$ cat src/rtl/uart_rx_fifo_if.sv
// Receive-side bus of the UART receiver: serial input, FIFO pop/clear controls,
// FIFO head/level and sticky error flags.
interface uart_rx_fifo_if #(
    parameter int DATA_BITS  = 8,
    parameter int FIFO_DEPTH = 16
);
    logic                          uart_rx;
    logic                          rd_en;
    logic                          err_clr;
    logic [DATA_BITS-1:0]          rd_data;
    logic                          rd_empty;
    logic [$clog2(FIFO_DEPTH):0]   fifo_level;
    logic                          framing_err;
    logic                          parity_err;
    logic                          overrun_err;

    modport slave (
        input  uart_rx, rd_en, err_clr,
        output rd_data, rd_empty, fifo_level, framing_err, parity_err, overrun_err
    );

    modport master (
        output uart_rx, rd_en, err_clr,
        input  rd_data, rd_empty, fifo_level, framing_err, parity_err, overrun_err
    );
endinterface

$ cat src/rtl/uart_rx_fifo.sv
// Oversampling UART receiver (configurable data bits / parity) feeding a
// fall-through receive FIFO with sticky framing, parity and overrun flags.
module uart_rx_fifo #(
    parameter int CLK_DIV     = 286,
    parameter int DATA_BITS   = 8,
    parameter int PARITY      = 0,
    parameter int FIFO_DEPTH  = 16,
    parameter int SYNC_STAGES = 2
) (
    input  logic              lpc_clk,
    input  logic              lpc_rst,
    uart_rx_fifo_if.slave     bus
);

    localparam int AW = $clog2(FIFO_DEPTH);
    localparam int CW = $clog2(CLK_DIV);

    localparam logic [CW-1:0] HALF_LOAD  = CW'(CLK_DIV / 2 - 1);
    localparam logic [CW-1:0] FULL_LOAD  = CW'(CLK_DIV - 1);
    localparam logic [3:0]    LAST_BIT   = 4'(DATA_BITS - 1);
    localparam logic [AW:0]   LEVEL_FULL = FIFO_DEPTH[AW:0];

    typedef enum logic [2:0] {
        S_IDLE,
        S_START,
        S_DATA,
        S_PARITY,
        S_STOP,
        S_BREAK
    } state_t;

    // ---------------------------------------------------------------------
    // Input synchroniser; idles high so reset never looks like a start edge
    // ---------------------------------------------------------------------
    logic [SYNC_STAGES-1:0] sync_q;
    logic                   rx_s;

    // NOTE: clocked state always uses non-blocking assignments so every flop
    // samples the pre-edge value of its neighbours.
    always_ff @(posedge lpc_clk or posedge lpc_rst) begin
        if (lpc_rst) begin
            sync_q <= '1;
        end else begin
            sync_q <= {sync_q[SYNC_STAGES-2:0], bus.uart_rx};
        end
    end

    assign rx_s = sync_q[SYNC_STAGES-1];

    // ---------------------------------------------------------------------
    // Frame FSM
    // ---------------------------------------------------------------------
    state_t               state;
    logic                 rx_prev;
    logic [CW-1:0]        cnt;
    logic [3:0]           bit_cnt;
    logic [DATA_BITS-1:0] shreg;
    logic                 par_bad;
    logic                 push_req;
    logic                 frame_err_set;

    always_ff @(posedge lpc_clk or posedge lpc_rst) begin
        if (lpc_rst) begin
            state         <= S_IDLE;
            rx_prev       <= 1'b1;
            cnt           <= '0;
            bit_cnt       <= '0;
            shreg         <= '0;
            par_bad       <= 1'b0;
            push_req      <= 1'b0;
            frame_err_set <= 1'b0;
        end else begin
            rx_prev       <= rx_s;
            push_req      <= 1'b0;
            frame_err_set <= 1'b0;
            case (state)
                S_IDLE: begin
                    if (rx_prev && !rx_s) begin
                        cnt     <= HALF_LOAD;
                        par_bad <= 1'b0;
                        state   <= S_START;
                    end
                end
                S_START: begin
                    if (cnt != '0) begin
                        cnt <= cnt - 1'b1;
                    end else if (rx_s) begin
                        state <= S_IDLE;
                    end else begin
                        cnt     <= FULL_LOAD;
                        bit_cnt <= '0;
                        state   <= S_DATA;
                    end
                end
                S_DATA: begin
                    if (cnt != '0) begin
                        cnt <= cnt - 1'b1;
                    end else begin
                        cnt   <= FULL_LOAD;
                        shreg <= {rx_s, shreg[DATA_BITS-1:1]};
                        if (bit_cnt == LAST_BIT) begin
                            state <= (PARITY != 0) ? S_PARITY : S_STOP;
                        end else begin
                            bit_cnt <= bit_cnt + 4'd1;
                        end
                    end
                end
                S_PARITY: begin
                    if (cnt != '0) begin
                        cnt <= cnt - 1'b1;
                    end else begin
                        cnt     <= FULL_LOAD;
                        // Odd parity needs data^bit == 1, even needs 0.
                        par_bad <= (^shreg) ^ rx_s ^ (PARITY == 1);
                        state   <= S_STOP;
                    end
                end
                S_STOP: begin
                    if (cnt != '0) begin
                        cnt <= cnt - 1'b1;
                    end else if (rx_s) begin
                        push_req <= 1'b1;
                        state    <= S_IDLE;
                    end else begin
                        frame_err_set <= 1'b1;
                        state         <= S_BREAK;
                    end
                end
                S_BREAK: begin
                    if (rx_s) begin
                        state <= S_IDLE;
                    end
                end
                default: state <= S_IDLE;
            endcase
        end
    end

    // ---------------------------------------------------------------------
    // Receive FIFO: counters one bit wider than the pointers to tell full from empty
    // ---------------------------------------------------------------------
    logic [DATA_BITS-1:0] mem [FIFO_DEPTH];
    logic [AW:0]          wr_cnt;
    logic [AW:0]          rd_cnt;
    logic [AW:0]          level;
    logic                 empty;
    logic                 full;
    logic                 do_pop;
    logic                 do_push;
    logic                 overrun_set;

    assign level       = wr_cnt - rd_cnt;
    assign empty       = (wr_cnt == rd_cnt);
    assign full        = (level == LEVEL_FULL);
    assign do_pop      = bus.rd_en && !empty;
    assign do_push     = push_req && (!full || do_pop);
    assign overrun_set = push_req && full && !do_pop;

    // NOTE: the storage array has no reset; only the counters do, so it maps
    // onto plain RAM and an empty FIFO never exposes its stale contents.
    always_ff @(posedge lpc_clk) begin
        if (do_push) begin
            mem[wr_cnt[AW-1:0]] <= shreg;
        end
    end

    always_ff @(posedge lpc_clk or posedge lpc_rst) begin
        if (lpc_rst) begin
            wr_cnt <= '0;
            rd_cnt <= '0;
        end else begin
            if (do_push) wr_cnt <= wr_cnt + 1'b1;
            if (do_pop)  rd_cnt <= rd_cnt + 1'b1;
        end
    end

    // ---------------------------------------------------------------------
    // Sticky errors: a set event outranks a simultaneous clear
    // ---------------------------------------------------------------------
    logic framing_q;
    logic parity_q;
    logic overrun_q;

    always_ff @(posedge lpc_clk or posedge lpc_rst) begin
        if (lpc_rst) begin
            framing_q <= 1'b0;
            parity_q  <= 1'b0;
            overrun_q <= 1'b0;
        end else begin
            framing_q <= frame_err_set          | (framing_q & ~bus.err_clr);
            parity_q  <= (push_req & par_bad)   | (parity_q  & ~bus.err_clr);
            overrun_q <= overrun_set            | (overrun_q & ~bus.err_clr);
        end
    end

    assign bus.rd_data     = empty ? '0 : mem[rd_cnt[AW-1:0]];
    assign bus.rd_empty    = empty;
    assign bus.fifo_level  = level;
    assign bus.framing_err = framing_q;
    assign bus.parity_err  = parity_q;
    assign bus.overrun_err = overrun_q;

endmodule

$ cat src/flat_wrapper.sv
// flat-port wrapper written by rule: the top's interface ports become plain ports
module uart_rx_fifo_flat 
#(
    parameter int CLK_DIV     = 286,
    parameter int DATA_BITS   = 8,
    parameter int PARITY      = 0,
    parameter int FIFO_DEPTH  = 16,
    parameter int SYNC_STAGES = 2
)
  (lpc_clk, lpc_rst, bus_uart_rx, bus_rd_en, bus_err_clr, bus_rd_data, bus_rd_empty, bus_fifo_level, bus_framing_err, bus_parity_err, bus_overrun_err);
  uart_rx_fifo_if #(.DATA_BITS(DATA_BITS), .FIFO_DEPTH(FIFO_DEPTH)) bus_i ();
  input  logic lpc_clk;
  input  logic lpc_rst;
  input wire logic [$bits(bus_i.uart_rx)-1:0] bus_uart_rx;
  input wire logic [$bits(bus_i.rd_en)-1:0] bus_rd_en;
  input wire logic [$bits(bus_i.err_clr)-1:0] bus_err_clr;
  output wire logic [$bits(bus_i.rd_data)-1:0] bus_rd_data;
  output wire logic [$bits(bus_i.rd_empty)-1:0] bus_rd_empty;
  output wire logic [$bits(bus_i.fifo_level)-1:0] bus_fifo_level;
  output wire logic [$bits(bus_i.framing_err)-1:0] bus_framing_err;
  output wire logic [$bits(bus_i.parity_err)-1:0] bus_parity_err;
  output wire logic [$bits(bus_i.overrun_err)-1:0] bus_overrun_err;
  assign bus_i.uart_rx = bus_uart_rx;
  assign bus_i.rd_en = bus_rd_en;
  assign bus_i.err_clr = bus_err_clr;
  assign bus_rd_data = bus_i.rd_data;
  assign bus_rd_empty = bus_i.rd_empty;
  assign bus_fifo_level = bus_i.fifo_level;
  assign bus_framing_err = bus_i.framing_err;
  assign bus_parity_err = bus_i.parity_err;
  assign bus_overrun_err = bus_i.overrun_err;
  uart_rx_fifo #(.CLK_DIV(CLK_DIV), .DATA_BITS(DATA_BITS), .PARITY(PARITY), .FIFO_DEPTH(FIFO_DEPTH), .SYNC_STAGES(SYNC_STAGES)) u_core (.lpc_clk(lpc_clk), .lpc_rst(lpc_rst), .bus(bus_i));
endmodule
$ cat config.mk
export PLATFORM = sky130hd
export DESIGN_NAME = uart_rx_fifo_flat
export DESIGN_NICKNAME = d
export VERILOG_FILES = /design/src/rtl/uart_rx_fifo_if.sv /design/src/rtl/uart_rx_fifo.sv /design/src/flat_wrapper.sv
export SDC_FILE = /design/constraint.sdc
export NUM_CORES = 1
export LEC_CHECK = 0
export ABC_AREA = 1
export ABC_CLOCK_PERIOD_IN_PS = 3900
export CAP_MARGIN = 25
export CORE_MARGIN = 2
export CORE_UTILIZATION = 50
export DETAILED_ROUTE_END_ITERATION = 8
export GPL_ROUTABILITY_DRIVEN = 0
export PLACE_DENSITY = 0.76
export SLEW_MARGIN = 20
export SYNTH_ARGS = -nofsm -noshare
export SYNTH_HDL_FRONTEND = slang
export SYNTH_SLANG_ARGS = --single-unit
$ cat constraint.sdc
create_clock -name lpc_clk -period 3.9 [get_ports lpc_clk]
set_input_delay 0.78 -clock lpc_clk [delete_from_list [all_inputs] [get_ports lpc_clk]]
set_output_delay 0.78 -clock lpc_clk [all_outputs]
set_load 0.05 [all_outputs]
==> results.cfg, run 1 <==
[yosys]
yosysTopAreaCell = edfxtp_1
synth_top_area_share_pct = 48.8
seq_area_frac_synth_pct = 62.5
synth.area.top_cells = edfxtp_1 49%, dfrtp_1 13%, nor2_1 8.2%
avgSynthCellArea_um2 = 9.76
ys_ff_latch = 171
ys_types = 37
synth_fp_nets = 824
yosys_warnings = 0
syn_inst = 807
synth_area_mm2 = 0.00788

[timing]
tightest_slew_ns = 0.870
hold_viol = 0
slew_headroom_pct = 42.0
rsz0062_at_grt = false
setup_viol = 0
slew_viol_final = 0
fin_crit_sh_pct = 90.6
max_freq_mhz = 283
min_period_ns = 3.53
clock_skew_ns = 0.0103
finalSetupTns_ns = 0

[routing]
postRouteAntennaNets = 0
drc = 0
routed_wl_um = 17200
wl_per_cell_um = 16.5
via_count = 5591
avgViaCountPerCell = 5.34
initialDrtViolationCount = 540
drtPass1Iterations = 5

[global_routing]
grt_pass1_vias = 5256
grt_use_met3_pct = 5.00
antenna_found_initial = 0
gr-max-usage-layer = met2
grt.overflow.total = 0
grt_first_pass_wirelength_um = 27400
grt_max_degree = 67
met1_usage_pct = 28.6
use_met2_pct = 36.7
track_usage_pct = 21.9

[layout]
fillCellCount = 1253
final_cell_mix = 172 x nor2_1, 158 x nand2_1, 128 x edfxtp_1, 73 x o21ai_0, 53 x inv_1
drive_above_1_share_pct = 10.0
antenna_cells = 0
area_delta_synth_final_pct = 13.7
multi_input_area_mm2 = 0.00256
regArea_mm2 = 0.00493
layout.nets = 840
final_common_cell = nor2_1

[worst_setup_path]
cp-start-kind = flip-flop
worstPathArrival_ns = 2.75
crit_required_ns = 3.12
endpoint_kind = primary output
path_class = reg2out
critPathMaxFanout = 13

[floorplanning]
ios = 22
dieArea_mm2 = 0.0168
core_mm2 = 0.0153
die_width_um = 130
num_rows = 45
die_height_um = 130
start_util_pct = 51.5

[clock_tree]
cts.path.max_buffers = 2
cts_max_level = 4
cts_tree = done
cts_hold_buf = 0
cts_setup_buffers = 0
clk_latency_ns = 0.44
cts.repair.resized = 0
path_clk_slew_ns = 0.07
cts.sinks = 171
cts_buffers = 17
cts_root_buf = clkbuf_16

[status]
status = finished clean

[power_and_ir_drop]
power.density_mw_per_mm2 = 700
combPwrFrac_pct = 39.8
p_sw_share_pct = 39.2
ir_drop_uv = 502
seq_power_share_pct = 33.4
clkPwrFrac_pct = 26.8
internal_power_mw = 3.81
p_switching_mw = 2.46
p_leak_nw = 3.64
power.total_mw = 6.27

[place]
dp_hpwl_um = 11100
port-buffer-count = 21

[flow_run]
drv_cap = 0

[worst_hold_path]
hold_path.class = reg2reg
## stage by stage
step / hold slack, ns / setup slack (ns) / utilization (%) / instance area [um2] / std cells
3_5_place_dp: 0.348 / 0.589 / 54.4 / 8330 / 1014
3_3_place_gp: 0.347 / 0.666 / 54.4 / 8330 / 1014
6_report: 0.358 / 0.368 / 58.5 / 8960 / 1047
2_1_floorplan: 0.345 / 0.427 / - / 7880 / 807
5_1_grt: 0.359 / 0.165 / 58.5 / 8960 / 1047
4_1_cts: 0.358 / 0.0876 / 58.3 / 8930 / 1046
## flip-flops by register name, indices dropped and copies added (netlist names)
name                    flops
u_core.bit_cnt              4
u_core.bus.framing_err      1
u_core.bus.overrun_err      1
u_core.bus.parity_err       1
u_core.cnt                  9
u_core.frame_err_set        1
u_core.mem                128
u_core.par_bad              1
u_core.push_req             1
u_core.rd_cnt               5
u_core.rx_prev              1
u_core.shreg                8
u_core.state                3
u_core.sync_q               2
u_core.wr_cnt               5
## kinds of logic after synthesis
family	Yosys count	synth area share, %
AND/OR/NAND/NOR	403	21.3
flip-flops	171	62.5
AO/OA/AOI/OAI	114	7.80
buffers and inverters	95	5.07
XOR/XNOR	12	1.33
adder cells (fa/ha/maj)	12	2.00
## area by class of cell
type / count / share of cell area [%]
sequential: 171 / 55.0
timing repair buffer: 26 / 3.99
multi-input combinational: 541 / 28.5
tap: 211 / 2.95
inverter: 66 / 2.84
clock inverter: 15 / 1.94
clock buffer: 17 / 4.75
## worst max-delay path, cell delays in order, from the launching register on
cell        delay [ns]
dfrtp_2           0.52
clkinvlp_4        0.28
ha_1              0.42
nand2_1           0.08
nor2_1            0.05
nand2_2           0.12
clkinv_1          0.31
a21oi_1           0.35
buf_12            0.18
## routing by layer
metal	vias to the layer above	routed length, um
met4	0	309
met5	-	0
met1	2670	7360
li1	2723	-
met2	173	8530
met3	25	1030
## synth_stat cells
cell,count
o21bai_1,2
edfxtp_1,128
dfstp_2,3
a21oi_4,1
nor2_2,1
nand2_2,10
nor2_1,172
o21ai_0,73
o22ai_1,1
buf_6,1
dfrtp_1,40
clkinv_1,3
buf_4,5
inv_4,1
nand2_1,158
nand4_1,6
nor4_1,1
clkbuf_1,11
buf_1,1
nand3_1,43
nand3b_1,3
buf_2,11
a21oi_1,18
nand3_2,3
xnor2_1,2
o21ai_1,10
inv_1,54
nand3_4,1
inv_2,8
nor2_4,1
fa_1,1
o211ai_1,8
xor2_1,10
nand2_4,2
a21boi_2,1
nor3_1,2
ha_1,11
## power groups by stage
stage	sequential [mW]	clock, mW	combinational [mW]
finish	2.09	1.68	2.50
global route	2.10	1.78	2.73
CTS	2.09	1.71	2.50
detailed placement	2.12	0	2.48
global placement	2.12	0	2.46
floorplan	2.09	0	1.68
## final timing paths
check | startpoint | to | slack (ns) | depth (start not counted)
max in group asynchronous | lpc_rst | u_core.sync_q[1]$_DFF_PP1_ | 2.79 | 3
worst max register to register | u_core.rd_cnt[2]$_DFFE_PP0P_ | u_core.mem[14][7]$_DFFE_PP_ | 0.87 | 9
worst min-delay path | u_core.sync_q[0]$_DFF_PP1_ | u_core.sync_q[1]$_DFF_PP1_ | 0.36 | 0
worst max-delay path | u_core.rd_cnt[2]$_DFFE_PP0P_ | bus_rd_data[6] | 0.37 | 8
min in group asynchronous | lpc_rst | u_core.cnt[4]$_DFFE_PP0P_ | 0.58 | 2
worst min register to register | u_core.sync_q[0]$_DFF_PP1_ | u_core.sync_q[1]$_DFF_PP1_ | 0.36 | 0
Power figures use the tool's default switching activity.
==> run 2, diff against run 1 <==
--- a/config.mk
+++ b/config.mk
@@ -5,7 +5,6 @@
 export SDC_FILE = /design/constraint.sdc
 export NUM_CORES = 1
 export LEC_CHECK = 0
-export ABC_AREA = 1
 export ABC_CLOCK_PERIOD_IN_PS = 3900
 export CAP_MARGIN = 25
 export CORE_MARGIN = 2
==> results.cfg, run 2 <==
[status]
status = finished clean

[clock_tree]
clk_latency_ns = 0.43
cts_buffers = 17
path_clk_slew_ns = 0.06
cts.repair.resized = 0
cts_root_buf = clkbuf_16
cts_hold_buf = 0
cts_tree = done
cts.sinks = 171
cts.path.max_buffers = 2
cts_max_level = 4
cts_setup_buffers = 0

[flow_run]
drv_cap = 0

[layout]
final_common_cell = edfxtp_1
finish.utilization_pct = 58.8
final_cell_mix = 128 x edfxtp_1, 39 x dfrtp_1, 32 x mux4_2, 31 x nand2_1, 29 x buf_4
largest_reg_flops = 128
area_delta_synth_final_pct = 16.0
drive_above_1_share_pct = 23.3
fillCellCount = 1041
layout.nets = 519
antenna_cells = 0

[global_routing]
grt_first_pass_wirelength_um = 23500
antenna_found_initial = 0
track_usage_pct = 20.3
grt_max_degree = 44
grt_pass1_vias = 4200
grt.overflow.total = 0

[timing]
max_freq_mhz = 269
min_period_ns = 3.71
setup_viol = 0
fin_crit_sh_pct = 95.2
rsz0062_at_grt = false
hold_viol = 0
worst_hold_slack_ns = 0.355
tightest_slew_ns = 0.757
clock_skew_ns = 0.00613
slew_headroom_pct = 49.4
finalSetupTns_ns = 0
slew_viol_final = 0

[power_and_ir_drop]
ir_drop_uv = 423
p_leak_nw = 3.05
power.total_mw = 5.69
power.density_mw_per_mm2 = 674

[yosys]
avgSynthCellArea_um2 = 15.7
synth_area_mm2 = 0.00729
yosysTopAreaCell = edfxtp_1
ys_types = 50
synth_commonest_cells = 128 x edfxtp_1, 40 x dfrtp_1, 32 x mux4_2
yosys_warnings = 0
async_flop_share_pct = 25.1
synthFlopType = edfxtp_1
synth.area.top_cells = edfxtp_1 53%, dfrtp_1 14%, mux4_2 9.9%
synth_edf_count = 128
synth_top_area_share_pct = 52.7
seq_area_frac_synth_pct = 67.6
synth_fp_nets = 480
syn_inst = 463
ys_ff_latch = 171
yosysMostFrequentCell = edfxtp_1

[place]
dp_hpwl_um = 9560
port-buffer-count = 21

[floorplanning]
die_width_um = 125
dieArea_mm2 = 0.0156
start_util_pct = 50.7
ios = 22
core_mm2 = 0.0144
num_rows = 44
die_height_um = 125

[worst_setup_path]
crit_required_ns = 3.12
worstPathArrival_ns = 2.93
endpoint_kind = primary output
path_class = reg2out
critPathMaxFanout = 5
cp-start-kind = flip-flop

[routing]
drc = 0
routed_wl_um = 14800
via_count = 4148
initialDrtViolationCount = 494
avgViaCountPerCell = 5.94
wl_per_cell_um = 21.2
drtPass1Iterations = 5
postRouteAntennaNets = 0

[worst_hold_path]
hold_path.class = reg2reg
## run 2: changes by cell type after synthesis, moves of 12 or more
cell	change
nor3_1	+20
inv_1	-39
o21ai_0	-61
nor2_1	-153
xnor2_1	+12
nand3_1	-42
mux4_2	+32
nand2_1	-127
## run 2: metal layers
metal / GRT usage [%] / share of wire (%) / up-vias
li1: - / - / 1852
met1: 27.6 / 42 / 2116
met2: 31.8 / 49 / 151
met3: 5.07 / 6.7 / 29
met4: 8.39 / 2.5 / 0
met5: 0 / 0 / -
## run 2: per-stage QoR
stage | instance area (um2) | setup WS (ns) | cells
floorplan | 7300 | 0.0428 | 463
global placement | 7820 | 0.706 | 666
global route | 8450 | 0.0754 | 698
CTS | 8430 | 0.162 | 697
detailed placement | 7820 | 0.603 | 666
finish | 8450 | 0.186 | 698
## run 2: cells by family after synthesis
| kind of cell | Yosys count | synth area share [%] |
|---|---|---|
| mux | 51 | 12.7 |
| simple gates | 110 | 7.71 |
| flops | 171 | 67.6 |
| fa+ha+maj | 12 | 2.16 |
| buf+inv | 40 | 2.15 |
| compound gates | 59 | 5.29 |
| xor+xnor | 20 | 2.40 |
## run 2: area by class of cell
cell class	instances	area [um2]	share of cell area (%)
Sequential cell	171	4920	58.3
Multi-Input combinational cell	252	2240	26.4
Clock buffer	18	429	5.08
Timing Repair Buffer	43	395	4.68
Tap cell	184	230	2.72
Clock inverter	13	175	2.07
Inverter	17	63.8	0.755
## run 2: path summary, 6_finish.rpt
check                                                  start                           to  slack [ns]  depth (start not counted)
max in group asynchronous                            lpc_rst     u_core.rx_prev$_DFF_PP1_        2.59                          3
worst min-delay path              u_core.sync_q[0]$_DFF_PP1_   u_core.sync_q[1]$_DFF_PP1_        0.36                          0
worst min register to register    u_core.sync_q[0]$_DFF_PP1_   u_core.sync_q[1]$_DFF_PP1_        0.36                          0
min in group asynchronous                            lpc_rst    u_core.cnt[2]$_DFFE_PP0P_        0.73                          2
worst max-delay path            u_core.wr_cnt[0]$_DFFE_PP0P_            bus_fifo_level[4]        0.19                          7
worst max register to register  u_core.rd_cnt[1]$_DFFE_PP0P_  u_core.mem[11][7]$_DFFE_PP_        0.58                          8
## run 2: power breakdown
part / internal [mW] / switching (mW)
clock: 1.06 / 0.663
combinational: 0.705 / 1.16
sequential: 2.00 / 0.105
## run 2: critical path, cell delays in order (launching register included)
cell	delay, ns
dfrtp_1	0.44
inv_1	0.11
ha_1	0.21
fa_1	0.39
nand2b_1	0.17
a21oi_1	0.16
xnor2_1	0.18
clkdlybuf4s50_1	0.85
==> run 3, diff against run 2 <==
--- a/config.mk
+++ b/config.mk
@@ -11,6 +11,7 @@
 export CORE_UTILIZATION = 50
 export DETAILED_ROUTE_END_ITERATION = 8
 export GPL_ROUTABILITY_DRIVEN = 0
+export MAX_ROUTING_LAYER = met4
 export PLACE_DENSITY = 0.76
 export SLEW_MARGIN = 20
 export SYNTH_ARGS = -nofsm -noshare
==> results.cfg, run 3 (synthesis results as in run 2) <==
[worst_setup_path]
worstPathArrival_ns = 2.94
critPathBufInv = 2
crit_required_ns = 3.12
crit_family = buffers and inverters
cpPeakStageDelay_ns = 0.85
worstPathCellList = inv_1 > ha_1 > fa_1 > nand2b_1 > a21oi_1 > xnor2_1 > clkdlybuf4s50_1
cp_slowest_cell = clkdlybuf4s50_1
cp-start-kind = flip-flop
endpoint_kind = primary output
path_class = reg2out
critPathMaxFanout = 5

[routing]
via_count = 4172
drtPass1Iterations = 5
postRouteAntennaNets = 0
drc = 0
routed_wl_um = 14800
avgViaCountPerCell = 5.98
wl_per_cell_um = 21.2
initialDrtViolationCount = 467

[floorplanning]
core_mm2 = 0.0144
ios = 22
die_height_um = 125
die_width_um = 125
num_rows = 44
start_util_pct = 50.7
dieArea_mm2 = 0.0156

[clock_tree]
cts_setup_buffers = 0
cts.repair.resized = 0
cts.sinks = 171
cts.path.max_buffers = 2
cts_buffers = 17
cts_hold_buf = 0
path_clk_slew_ns = 0.06
cts_max_level = 4
clk_latency_ns = 0.43
cts_tree = done
cts_root_buf = clkbuf_16

[power_and_ir_drop]
p_leak_nw = 3.05
power.total_mw = 5.69
ir_drop_uv = 424
power.density_mw_per_mm2 = 674

[layout]
antenna_cells = 0
drive_above_1_share_pct = 23.3
final_common_cell = edfxtp_1
fillCellCount = 1041
largest_reg_flops = 128
final_cell_mix = 128 x edfxtp_1, 39 x dfrtp_1, 32 x mux4_2, 31 x nand2_1, 29 x buf_4
area_delta_synth_final_pct = 16.0
fin_cells = 698
layout.nets = 519
finalInstanceArea_mm2 = 0.00845

[global_routing]
grt_max_degree = 44
grt.overflow.total = 0
track_usage_pct = 21.0
grt_pass1_vias = 4204
grt_first_pass_wirelength_um = 23500
antenna_found_initial = 0

[worst_hold_path]
hold_path.class = reg2reg

[status]
status = finished clean

[timing]
slew_headroom_pct = 49.2
clock_skew_ns = 0.00624
fin_crit_sh_pct = 95.4
finalSetupTns_ns = 0
max_freq_mhz = 269
min_period_ns = 3.72
hold_viol = 0
rsz0062_at_grt = false
slew_viol_final = 0
tightest_slew_ns = 0.759
setup_viol = 0

[place]
port-buffer-count = 21
dp_cells = 666
dp_hpwl_um = 9560
placed_area_mm2 = 0.00782

[flow_run]
drv_cap = 0
==> run 3: cell counts in the layout (fill, tap and decap cells not counted) <==
No cell type changed its count.
==> run 3: final timing paths <==
check,startpoint,endpoint,slack (ns),cells past startpoint
max,u_core.wr_cnt[0]$_DFFE_PP0P_,bus_fifo_level[4],0.18,7
min,u_core.sync_q[0]$_DFF_PP1_,u_core.sync_q[1]$_DFF_PP1_,0.36,0
max reg2reg,u_core.rd_cnt[1]$_DFFE_PP0P_,u_core.mem[11][7]$_DFFE_PP_,0.57,8
min reg2reg,u_core.sync_q[0]$_DFF_PP1_,u_core.sync_q[1]$_DFF_PP1_,0.36,0
max in group asynchronous,lpc_rst,u_core.rx_prev$_DFF_PP1_,2.60,3
min in group asynchronous,lpc_rst,u_core.cnt[4]$_DFFE_PP0P_,0.72,2
==> run 3: layout make-up <==
class                           instances  area, um2  area share (%)
Sequential cell                       171       4920            58.3
Clock buffer                           18        429            5.08
Clock inverter                         13        175            2.07
Timing Repair Buffer                   43        395            4.68
Tap cell                              184        230            2.72
Inverter                               17       63.8           0.755
Multi-Input combinational cell        252       2240            26.4
==> run 3: per-stage QoR <==
step / worst slack, ns / hold slack (ns) / util [%]
after CTS: 0.162 / 0.356 / 58.6
after floorplan: 0.0428 / 0.345 / -
after detailed placement: 0.603 / 0.347 / 54.4
after global placement: 0.706 / 0.347 / 54.4
after global routing: 0.0747 / 0.359 / 58.8
final: 0.181 / 0.355 / 58.8
==> run 3: power by group <==
| group | switching [mW] | leakage, nW | internal (mW) |
|---|---|---|---|
| logic | 1.16 | 1.01 | 0.705 |
| registers | 0.104 | 1.74 | 2.00 |
| clock network | 0.663 | 0.287 | 1.06 |
| total | 1.92 | 3.05 | 3.77 |
==> run 3: worst reg2reg max path: cells and delay by family (launching register included) <==
kind	cells	cell delay [ns]
buf+inv	1	0.35
simple gates	4	1.13
fa+ha+maj	1	0.41
xor+xnor	1	0.29
flops	1	0.55
compound gates	1	0.23
==> run 3: layer usage <==
metal,part of all wire [%],track usage [%],vias to the layer above
met2,49,31.9,159
met1,42,27.4,2131
met3,7.1,5.07,29
met4,2.6,8.59,0
met5,0,-,-
li1,-,-,1853
